==> src/rtl/pc_redirect_ctrl_if.sv <==
`default_nettype none
// ---------------------------------------------------------------------------
// pc_redirect_ctrl_if : instruction-fetch request/ack/abort bundle
// Rev 1.0
// ---------------------------------------------------------------------------
interface pc_redirect_ctrl_if;
  logic        fetch_req;
  logic        fetch_ack;
  logic        flush;
  logic [31:0] pc;

  modport master (output fetch_req, output pc, output flush, input fetch_ack);
  modport slave  (input fetch_req, input pc, input flush, output fetch_ack);
endinterface
`default_nettype wire

==> src/rtl/pc_redirect_ctrl.sv <==
`default_nettype none
// ---------------------------------------------------------------------------
// pc_redirect_ctrl : owns the fetch PC; sequences exception/ERET/branch redirects
// Optional statistics counters under macro PC_REDIRECT_STATS_EN.  Rev 1.0
// ---------------------------------------------------------------------------
module pc_redirect_ctrl #(
  parameter logic [31:0] RESET_PC   = 32'hBFC0_0000,
  parameter logic [31:0] EXC_VECTOR = 32'hBFC0_0380,
  parameter int          CNT_W      = 32
) (
  input  logic                   clk,
  input  logic                   rst_n,
  pc_redirect_ctrl_if.master     fetch,
  input  logic                   br_valid,
  input  logic                   br_taken,
  input  logic [31:0]            br_target,
  input  logic                   exc_req,
  input  logic                   eret_req,
  input  logic [31:0]            epc,
  output logic                   redirect_pending
`ifdef PC_REDIRECT_STATS_EN
  ,
  output logic [CNT_W-1:0]       stat_br_taken,
  output logic [CNT_W-1:0]       stat_exc
`endif
);

  typedef enum logic [0:0] {
    IDLE = 1'b0,
    PEND = 1'b1
  } state_t;

  state_t      state, state_nxt;
  logic [31:0] pc_reg, pc_nxt;
  logic [31:0] pend_target, pend_nxt;
  logic        req_reg;
  logic        accept;
  logic        taken_evt;

  assign accept           = req_reg & fetch.fetch_ack;
  assign fetch.pc         = pc_reg;
  assign fetch.fetch_req  = req_reg;
  assign fetch.flush      = exc_req | eret_req;
  assign redirect_pending = (state == PEND);

  always_ff @(posedge clk or negedge rst_n) begin
    if (!rst_n) begin
      state       <= IDLE;
      pc_reg      <= RESET_PC;
      pend_target <= 32'd0;
      req_reg     <= 1'b0;
    end else begin
      state       <= state_nxt;
      pc_reg      <= pc_nxt;
      pend_target <= pend_nxt;
      req_reg     <= 1'b1;
    end
  end

  always_comb begin
    state_nxt = state;
    pc_nxt    = pc_reg;
    pend_nxt  = pend_target;
    taken_evt = 1'b0;
    if (exc_req) begin
      state_nxt = IDLE;
      pc_nxt    = EXC_VECTOR;
      pend_nxt  = 32'd0;
    end else if (eret_req) begin
      state_nxt = IDLE;
      pc_nxt    = epc;
      pend_nxt  = 32'd0;
    end else begin
      case (state)
        IDLE: begin
          if (br_valid && br_taken) begin
            taken_evt = 1'b1;
            // Ack now means the delay slot is already fetched: jump straight away.
            if (accept) begin
              pc_nxt = br_target;
            end else begin
              pend_nxt  = br_target;
              state_nxt = PEND;
            end
          end else if (accept) begin
            pc_nxt = pc_reg + 32'd4;
          end
        end
        PEND: begin
          if (accept) begin
            pc_nxt    = pend_target;
            state_nxt = IDLE;
          end
        end
        default: state_nxt = IDLE;
      endcase
    end
  end

`ifndef SYNTHESIS
  always_ff @(posedge clk) begin
    if (rst_n && !exc_req && !eret_req && state == PEND) begin
      assert (!br_valid) else $error("branch resolved while its predecessor's delay slot is pending");
    end
  end
`endif

`ifdef PC_REDIRECT_STATS_EN
  localparam logic [CNT_W-1:0] ONE = {{(CNT_W-1){1'b0}}, 1'b1};

  always_ff @(posedge clk or negedge rst_n) begin
    if (!rst_n) begin
      stat_br_taken <= '0;
      stat_exc      <= '0;
    end else begin
      if (taken_evt && stat_br_taken != '1) stat_br_taken <= stat_br_taken + ONE;
      if (exc_req && stat_exc != '1)        stat_exc      <= stat_exc + ONE;
    end
  end
`endif

endmodule
`default_nettype wire

==> src/flat_wrapper.sv <==
// flat-port wrapper written by rule: the top's interface ports become plain ports
module pc_redirect_ctrl_flat 
#(
  parameter logic [31:0] RESET_PC   = 32'hBFC0_0000,
  parameter logic [31:0] EXC_VECTOR = 32'hBFC0_0380,
  parameter int          CNT_W      = 32
)
  (clk, rst_n, br_valid, br_taken, br_target, exc_req, eret_req, epc, redirect_pending, fetch_fetch_req, fetch_pc, fetch_flush, fetch_fetch_ack);
  pc_redirect_ctrl_if fetch_i ();
  input  logic clk;
  input  logic rst_n;
  input  logic br_valid;
  input  logic br_taken;
  input  logic [31:0] br_target;
  input  logic exc_req;
  input  logic eret_req;
  input  logic [31:0] epc;
  output logic redirect_pending;
  output wire logic [$bits(fetch_i.fetch_req)-1:0] fetch_fetch_req;
  output wire logic [$bits(fetch_i.pc)-1:0] fetch_pc;
  output wire logic [$bits(fetch_i.flush)-1:0] fetch_flush;
  input wire logic [$bits(fetch_i.fetch_ack)-1:0] fetch_fetch_ack;
  assign fetch_fetch_req = fetch_i.fetch_req;
  assign fetch_pc = fetch_i.pc;
  assign fetch_flush = fetch_i.flush;
  assign fetch_i.fetch_ack = fetch_fetch_ack;
  pc_redirect_ctrl #(.RESET_PC(RESET_PC), .EXC_VECTOR(EXC_VECTOR), .CNT_W(CNT_W)) u_core (.clk(clk), .rst_n(rst_n), .fetch(fetch_i), .br_valid(br_valid), .br_taken(br_taken), .br_target(br_target), .exc_req(exc_req), .eret_req(eret_req), .epc(epc), .redirect_pending(redirect_pending));
endmodule
==> config.mk <==
export PLATFORM = sky130hd
export DESIGN_NAME = pc_redirect_ctrl_flat
export DESIGN_NICKNAME = d
export VERILOG_FILES = /design/src/rtl/pc_redirect_ctrl_if.sv /design/src/rtl/pc_redirect_ctrl.sv /design/src/flat_wrapper.sv
export SDC_FILE = /design/constraint.sdc
export NUM_CORES = 1
export LEC_CHECK = 0
export CAP_MARGIN = 0
export CELL_PAD_IN_SITES_DETAIL_PLACEMENT = 2
export CELL_PAD_IN_SITES_GLOBAL_PLACEMENT = 2
export CORE_ASPECT_RATIO = 2
export CORE_MARGIN = 8
export CORE_UTILIZATION = 29
export DETAILED_ROUTE_END_ITERATION = 7
export GPL_TIMING_DRIVEN = 0
export HOLD_SLACK_MARGIN = 0.02
export PLACE_DENSITY = 0.86
export SYNTH_ARGS = -nofsm -noshare
export SYNTH_HDL_FRONTEND = slang
export SYNTH_SLANG_ARGS = --single-unit
export TNS_END_PERCENT = 5
==> constraint.sdc <==
create_clock -name clk -period 2.7 [get_ports clk]
set_input_delay 0.54 -clock clk [delete_from_list [all_inputs] [get_ports clk]]
set_output_delay 0.54 -clock clk [all_outputs]
set_load 0.01 [all_outputs]
After elaboration in Yosys (flattened, before gate mapping) --
Cells that the tools add are included.
Storage, ports and cells: bits in registers 66, latch bits 0, bits in writable memories 0, output and inout port bits 35, bits of input ports 71, word-level logic and storage cells 33, memories kept 0, ROM bits 0
Operators by class: div/mod/pow operators 0, add/subtract/negate cells 1, bitwise logic cells 3, $mul 0, multiplexer cells 17, shifts and indexed selects 0, order comparisons 0, equality and inequality tests 4, reductions and logical operators 4
Operators by type and width (number):
- 32-bit two-way mux | 11
- 32-bit case mux with 2 select lines | 1
- 32-bit by 3-bit adder with 32-bit output (second input constant) | 1
- 3-bit != test (second input constant) | 2
- 1-bit two-way mux | 4
- 4-bit by 3-bit != test with 1-bit output (second input constant) | 1
- 4-bit != test (second input constant) | 1
- 3-bit AND reduction | 1
- 3-bit nonzero test | 1
- 1-bit case mux with 2 select lines | 1
- 2-bit AND reduction | 1
- 1-bit AND | 1
- 1-bit logical AND | 1
- 1-bit NOT | 1
- 1-bit OR | 1

Depth between registers and ports, before layout --
Gate-level depths: netlist of run 1.
word-level depth 6, mapped depth 7, mapped depth without buffers 6

Worst setup path after synthesis of run 1 --
Ideal clock, no wire load.
path type input to register, from input eret_req, to register u_core.pend_target[0], setup time 0.066 ns, arrival time 2.171 ns, path buffers 2, setup slack 0.463 ns, stages 5, data required time 2.634 ns, cells stage by stage or2_2 buf_2 nor4_1 clkbuf_1 a22o_1
Between the ends: longest elaborated chain between the ends 2, elaborated cells on any way between the ends 6, those cells by class eq/ne: 2; mux: 2; reduce/logical: 2
RTL lines:
- from (decl) | line flat_wrapper.sv:16 | input logic eret_req;
- 3-bit != test (no source line) (tied with other cells)
- 3-bit AND reduction (no source line) or 32-bit two-way mux (tied branches)
- to (signal assigned) | line pc_redirect_ctrl.sv:55 | pend_target <= pend_nxt;
- to (decl) | line pc_redirect_ctrl.sv:35 | logic [31:0] pend_target, pend_nxt;
Several ways; a longest one is shown, not always the timed one. A chain may end at the register's enable or synchronous reset.

Worst setup path in the final report of run 1 --
from register u_core.pc_reg[5] (netlist: u_core.fetch.pc[5]), to register u_core.pc_reg[29] (netlist: u_core.fetch.pc[29])
Between the ends: longest elaborated chain between the ends 6
RTL lines:
- from (decl) | line pc_redirect_ctrl.sv:34 | logic [31:0] pc_reg, pc_nxt;
- from (signal assigned) | line pc_redirect_ctrl.sv:54 | pc_reg <= pc_nxt;
- 32-bit by 3-bit adder with 32-bit output | line pc_redirect_ctrl.sv:86 | pc_nxt = pc_reg + 32'd4;
- 32-bit two-way mux | line pc_redirect_ctrl.sv:85 | end else if (accept) begin
- 32-bit two-way mux | line pc_redirect_ctrl.sv:76 | if (br_valid && br_taken) begin
- 32-bit case mux with 2 select lines | line pc_redirect_ctrl.sv:74 | case (state)
- 32-bit two-way mux | line pc_redirect_ctrl.sv:69 | end else if (eret_req) begin
- 32-bit two-way mux | line pc_redirect_ctrl.sv:65 | if (exc_req) begin
No other way between the ends. The select of a mux whose other input is x is not followed.

==> results.yml, run 1 <==
outcome:
  status: "finished clean"
cts:
  htreeDepth: 3
  clockBufferDepth: 2
  clkTransAtPathRegs_ps: 60
  cts_setup_buffers: 0
  tritoncts: "yes"
  cts_root_buf: "clkbuf_16"
  cts_buffers: 9
  numClockSinks: 66
  worstSkewPairLatency_ps: 340
critical_path:
  path_max_fanout: 10
  r2r-start: "u_core.fetch.pc[5]"
  critical_path_class: "reg -> reg"
  cp.arrival_ps: 2810
  reg2reg_depth: 6
  rrSetupSlack_ps: 150
  end_kind: "register"
  r2r_end: "u_core.fetch.pc[29]"
  startpoint_type: "register"
  required_ps: 2970
detailed_routing:
  drt_iter0_markers: 183
  drc: 0
  wl_um: 19000
  wire_per_inst_um: 25.6
  first_pass_iters: 5
  num_vias: 4421
  antenna_left: 0
  viasPerCell: 5.95
hold_path:
  hp-class: "in -> async"
layout:
  final_area_sq_mm: 0.00565
  final_layout_size_suffix_gt1_frac: 0.0751
  area_delta_synth_final_pct: 40.3
  n_antenna_cell: 0
  nNetsFinal: 653
sta:
  timing.fmax_mhz: 393
  slew_violations: 0
  finalCriticalPeriod_ps: 2550
  period_share: 0.943
  final_hold_viol_count: 0
  worst_slew_pin_slew_ps: 864
  whs_ps: 170
  fin_tns_setup_ps: 0
  skew_ps: 7.10
  rsz0062_at_grt: "false"
  slew_headroom: 0.419
  setup_ws_ps: 155
  finalSetupViolations: 0
logic_synthesis:
  synthArstFlopShare: 1.00
  yosys.area.top_type_share: 0.354
  synth_area_leader_cell: "dfrtp_1"
  syn_inst: 464
  synth_compound_area_frac: 0.307
  synth-edff-count: 0
  netlist_top_cells_area: "dfrtp_1 35%, dfstp_2 5.9%, a22o_1 5.9%"
  synth_adder_area_share: 0.00311
  yosysWarnings: 0
  synthFlopType: "dfrtp_1"
  yosysSeqAreaShare: 0.413
  syn_area_per_cell_sq_um: 8.68
  yosys.area_share.simple: 0.213
  yosysUniqueCellTypes: 63
  synth_nets: 536
  synth_xor_xnor_area_share: 0.0109
  ys_ff_latch: 66
  synthesis.area_sq_mm: 0.00403
  synth_top_family_by_area: "compound AO/OA/AOI/OAI gates"
  synthMuxAreaShare: 0.00994
placement:
  dpl_cell_area_sq_mm: 0.00530
  dp_slack_ps: -623
  hpwlAfterDp_um: 14100
  portBuffers: 105
  gp_congestion: 0.865
power:
  worst_ir_drop_vdd_uv: 329
  power_uw: 3090
  power.density_mw_per_mm2: 547
  leakage_uw: 0.00219
die:
  io-pin-count: 106
  die_y_um: 183
  rows: 61
  die_area_sq_mm: 0.0181
  die_w_um: 99.3
  design.core.area_sq_mm: 0.0137
  initial_core_util: 0.293
grt:
  grt_pass1_wl_um: 29800
  antenna_found_initial: 0
  grt_max_degree: 36
  grt_use_total: 0.213
  grt_pass1_vias: 5019
  globalRoute.totalOverflow: 0
job:
  drv_cap: 0
-- cell type report --
cell class	count	area [sq um]
Fill cell	1511	8090
Timing Repair Buffer	106	1070
Tap cell	157	196
Multi-Input combinational cell	355	2210
Clock buffer	11	243
Sequential cell	66	1660
Inverter	7	26.3
Clock inverter	5	77.6
Buffer	36	154
-- cells in the mapped netlist (all sizes together) (3+ instances only) --
| master | number |
|---|---|
| mux2i | 4 |
| a211oi | 6 |
| clkbuf | 30 |
| o22ai | 7 |
| nand3 | 7 |
| nand3b | 10 |
| or4 | 5 |
| xor2 | 4 |
| nor2 | 35 |
| buf | 6 |
| a31oi | 6 |
| a2bb2oi | 3 |
| a21oi | 32 |
| o31ai | 8 |
| nand2 | 57 |
| nand2b | 8 |
| o311ai | 3 |
| o211ai | 5 |
| and3 | 3 |
| or2 | 4 |
| inv | 7 |
| nor4 | 3 |
| o2bb2ai | 6 |
| a32o | 9 |
| nor3 | 14 |
| dfstp | 9 |
| nand4 | 6 |
| or3 | 4 |
| o21ai | 35 |
| nor3b | 5 |
| and4 | 4 |
| a221oi | 3 |
| a22o | 27 |
| dfrtp | 57 |
| and2 | 3 |
-- routing by layer --
metal  share of wire  GRT usage  vias to the layer above
met5               0          0                        -
met4           0.035     0.0982                        0
met3           0.061     0.0454                       39
met2            0.49      0.348                      158
met1            0.42      0.259                     2228
li1                -          -                     1996
-- cells by family after synthesis --
kind of cell | after synthesis
AO/OA/AOI/OAI | 174
AND/OR/NAND/NOR | 170
flip-flops | 66
buffers and inverters | 43
XOR/XNOR | 5
multiplexers | 4
adder cells (fa/ha/maj) | 1
other | 1
-- stage by stage --
| stage | utilization | std cells |
|---|---|---|
| floorplan | - | 464 |
| global placement | 0.384 | 726 |
| detailed placement | 0.386 | 727 |
| CTS | 0.410 | 743 |
| global route | 0.411 | 743 |
| finish | 0.411 | 743 |
-- timing repair --
action / CTS / global route
gates resized for setup: 3 / 12
hold buffers: 0 / 0
gates cloned: 0 / 0
endpoints found under the hold margin: 0 / 0
setup endpoints to repair: 24 / 23
-- worst max-delay path, stage by stage (launching register included) --
cell and delay, ps:
dfrtp_1 500, nand4_2 260, or4b_1 600, buf_6 170, or2_4 270, or4_1 480, a31oi_1 180
-- placed cells by master, fill, tap and decap left out, types with 3 or more instances in the layout --
cell             Yosys  final
o31ai_1              8      8
o21ai_0             35     35
clkdlybuf4s50_1      0    102
dfrtp_1             57     57
a221oi_1             3      3
a22o_1              27     27
xor2_1               4      4
mux2i_1              4      4
clkbuf_16            0      9
nand3_1              7      7
dfstp_2              9      9
or3_1                4      4
o2bb2ai_1            6      6
a32o_1               9      9
nand4_1              5      5
inv_1                7      7
clkbuf_2             0      6
nand2b_1             8      8
o311ai_0             3      3
a21oi_1             32     32
nor2_1              35     33
and4_1               4      4
clkbuf_1            30     28
or2_2                3      3
a2bb2oi_1            3      3
a31oi_1              6      6
a211oi_1             6      6
or4_1                5      5
nand3b_1            10     10
o211ai_1             5      5
nor3_1              14     14
nor3b_1              5      5
o22ai_1              7      7
nand2_1             57     57
and2_1               3      3
-- where the power goes --
part	leakage [uW]	internal, uW	total [uW]	switching [uW]
clock network	0.000156	831	1310	479
registers	0.000855	1060	1150	92.3
logic	0.00118	307	634	327
total	0.00219	2190	3090	899
-- worst max path at each step --
stage | startpoint | end | cells after the start
floorplan | eret_req | u_core.pend_target[0] | 5
global placement | rst_n | u_core.pend_target[18] | 1
detailed placement | eret_req | u_core.pend_target[1] | 6
CTS | eret_req | u_core.fetch.pc[6] | 7
global route | br_taken | u_core.fetch.pc[17] | 8
finish | u_core.fetch.pc[5] | u_core.fetch.pc[29] | 6
No activity file was read; power rests on OpenSTA's default activity.
==> inputs of run 2 (changes only) <==
--- a/config.mk
+++ b/config.mk
@@ -15,6 +15,7 @@
 export GPL_TIMING_DRIVEN = 0
 export HOLD_SLACK_MARGIN = 0.02
 export PLACE_DENSITY = 0.86
+export SLEW_MARGIN = 20
 export SYNTH_ARGS = -nofsm -noshare
 export SYNTH_HDL_FRONTEND = slang
 export SYNTH_SLANG_ARGS = --single-unit
==> results of run 2 <==
Same layout as run 1: the final DEF is identical, and so are final timing and power.
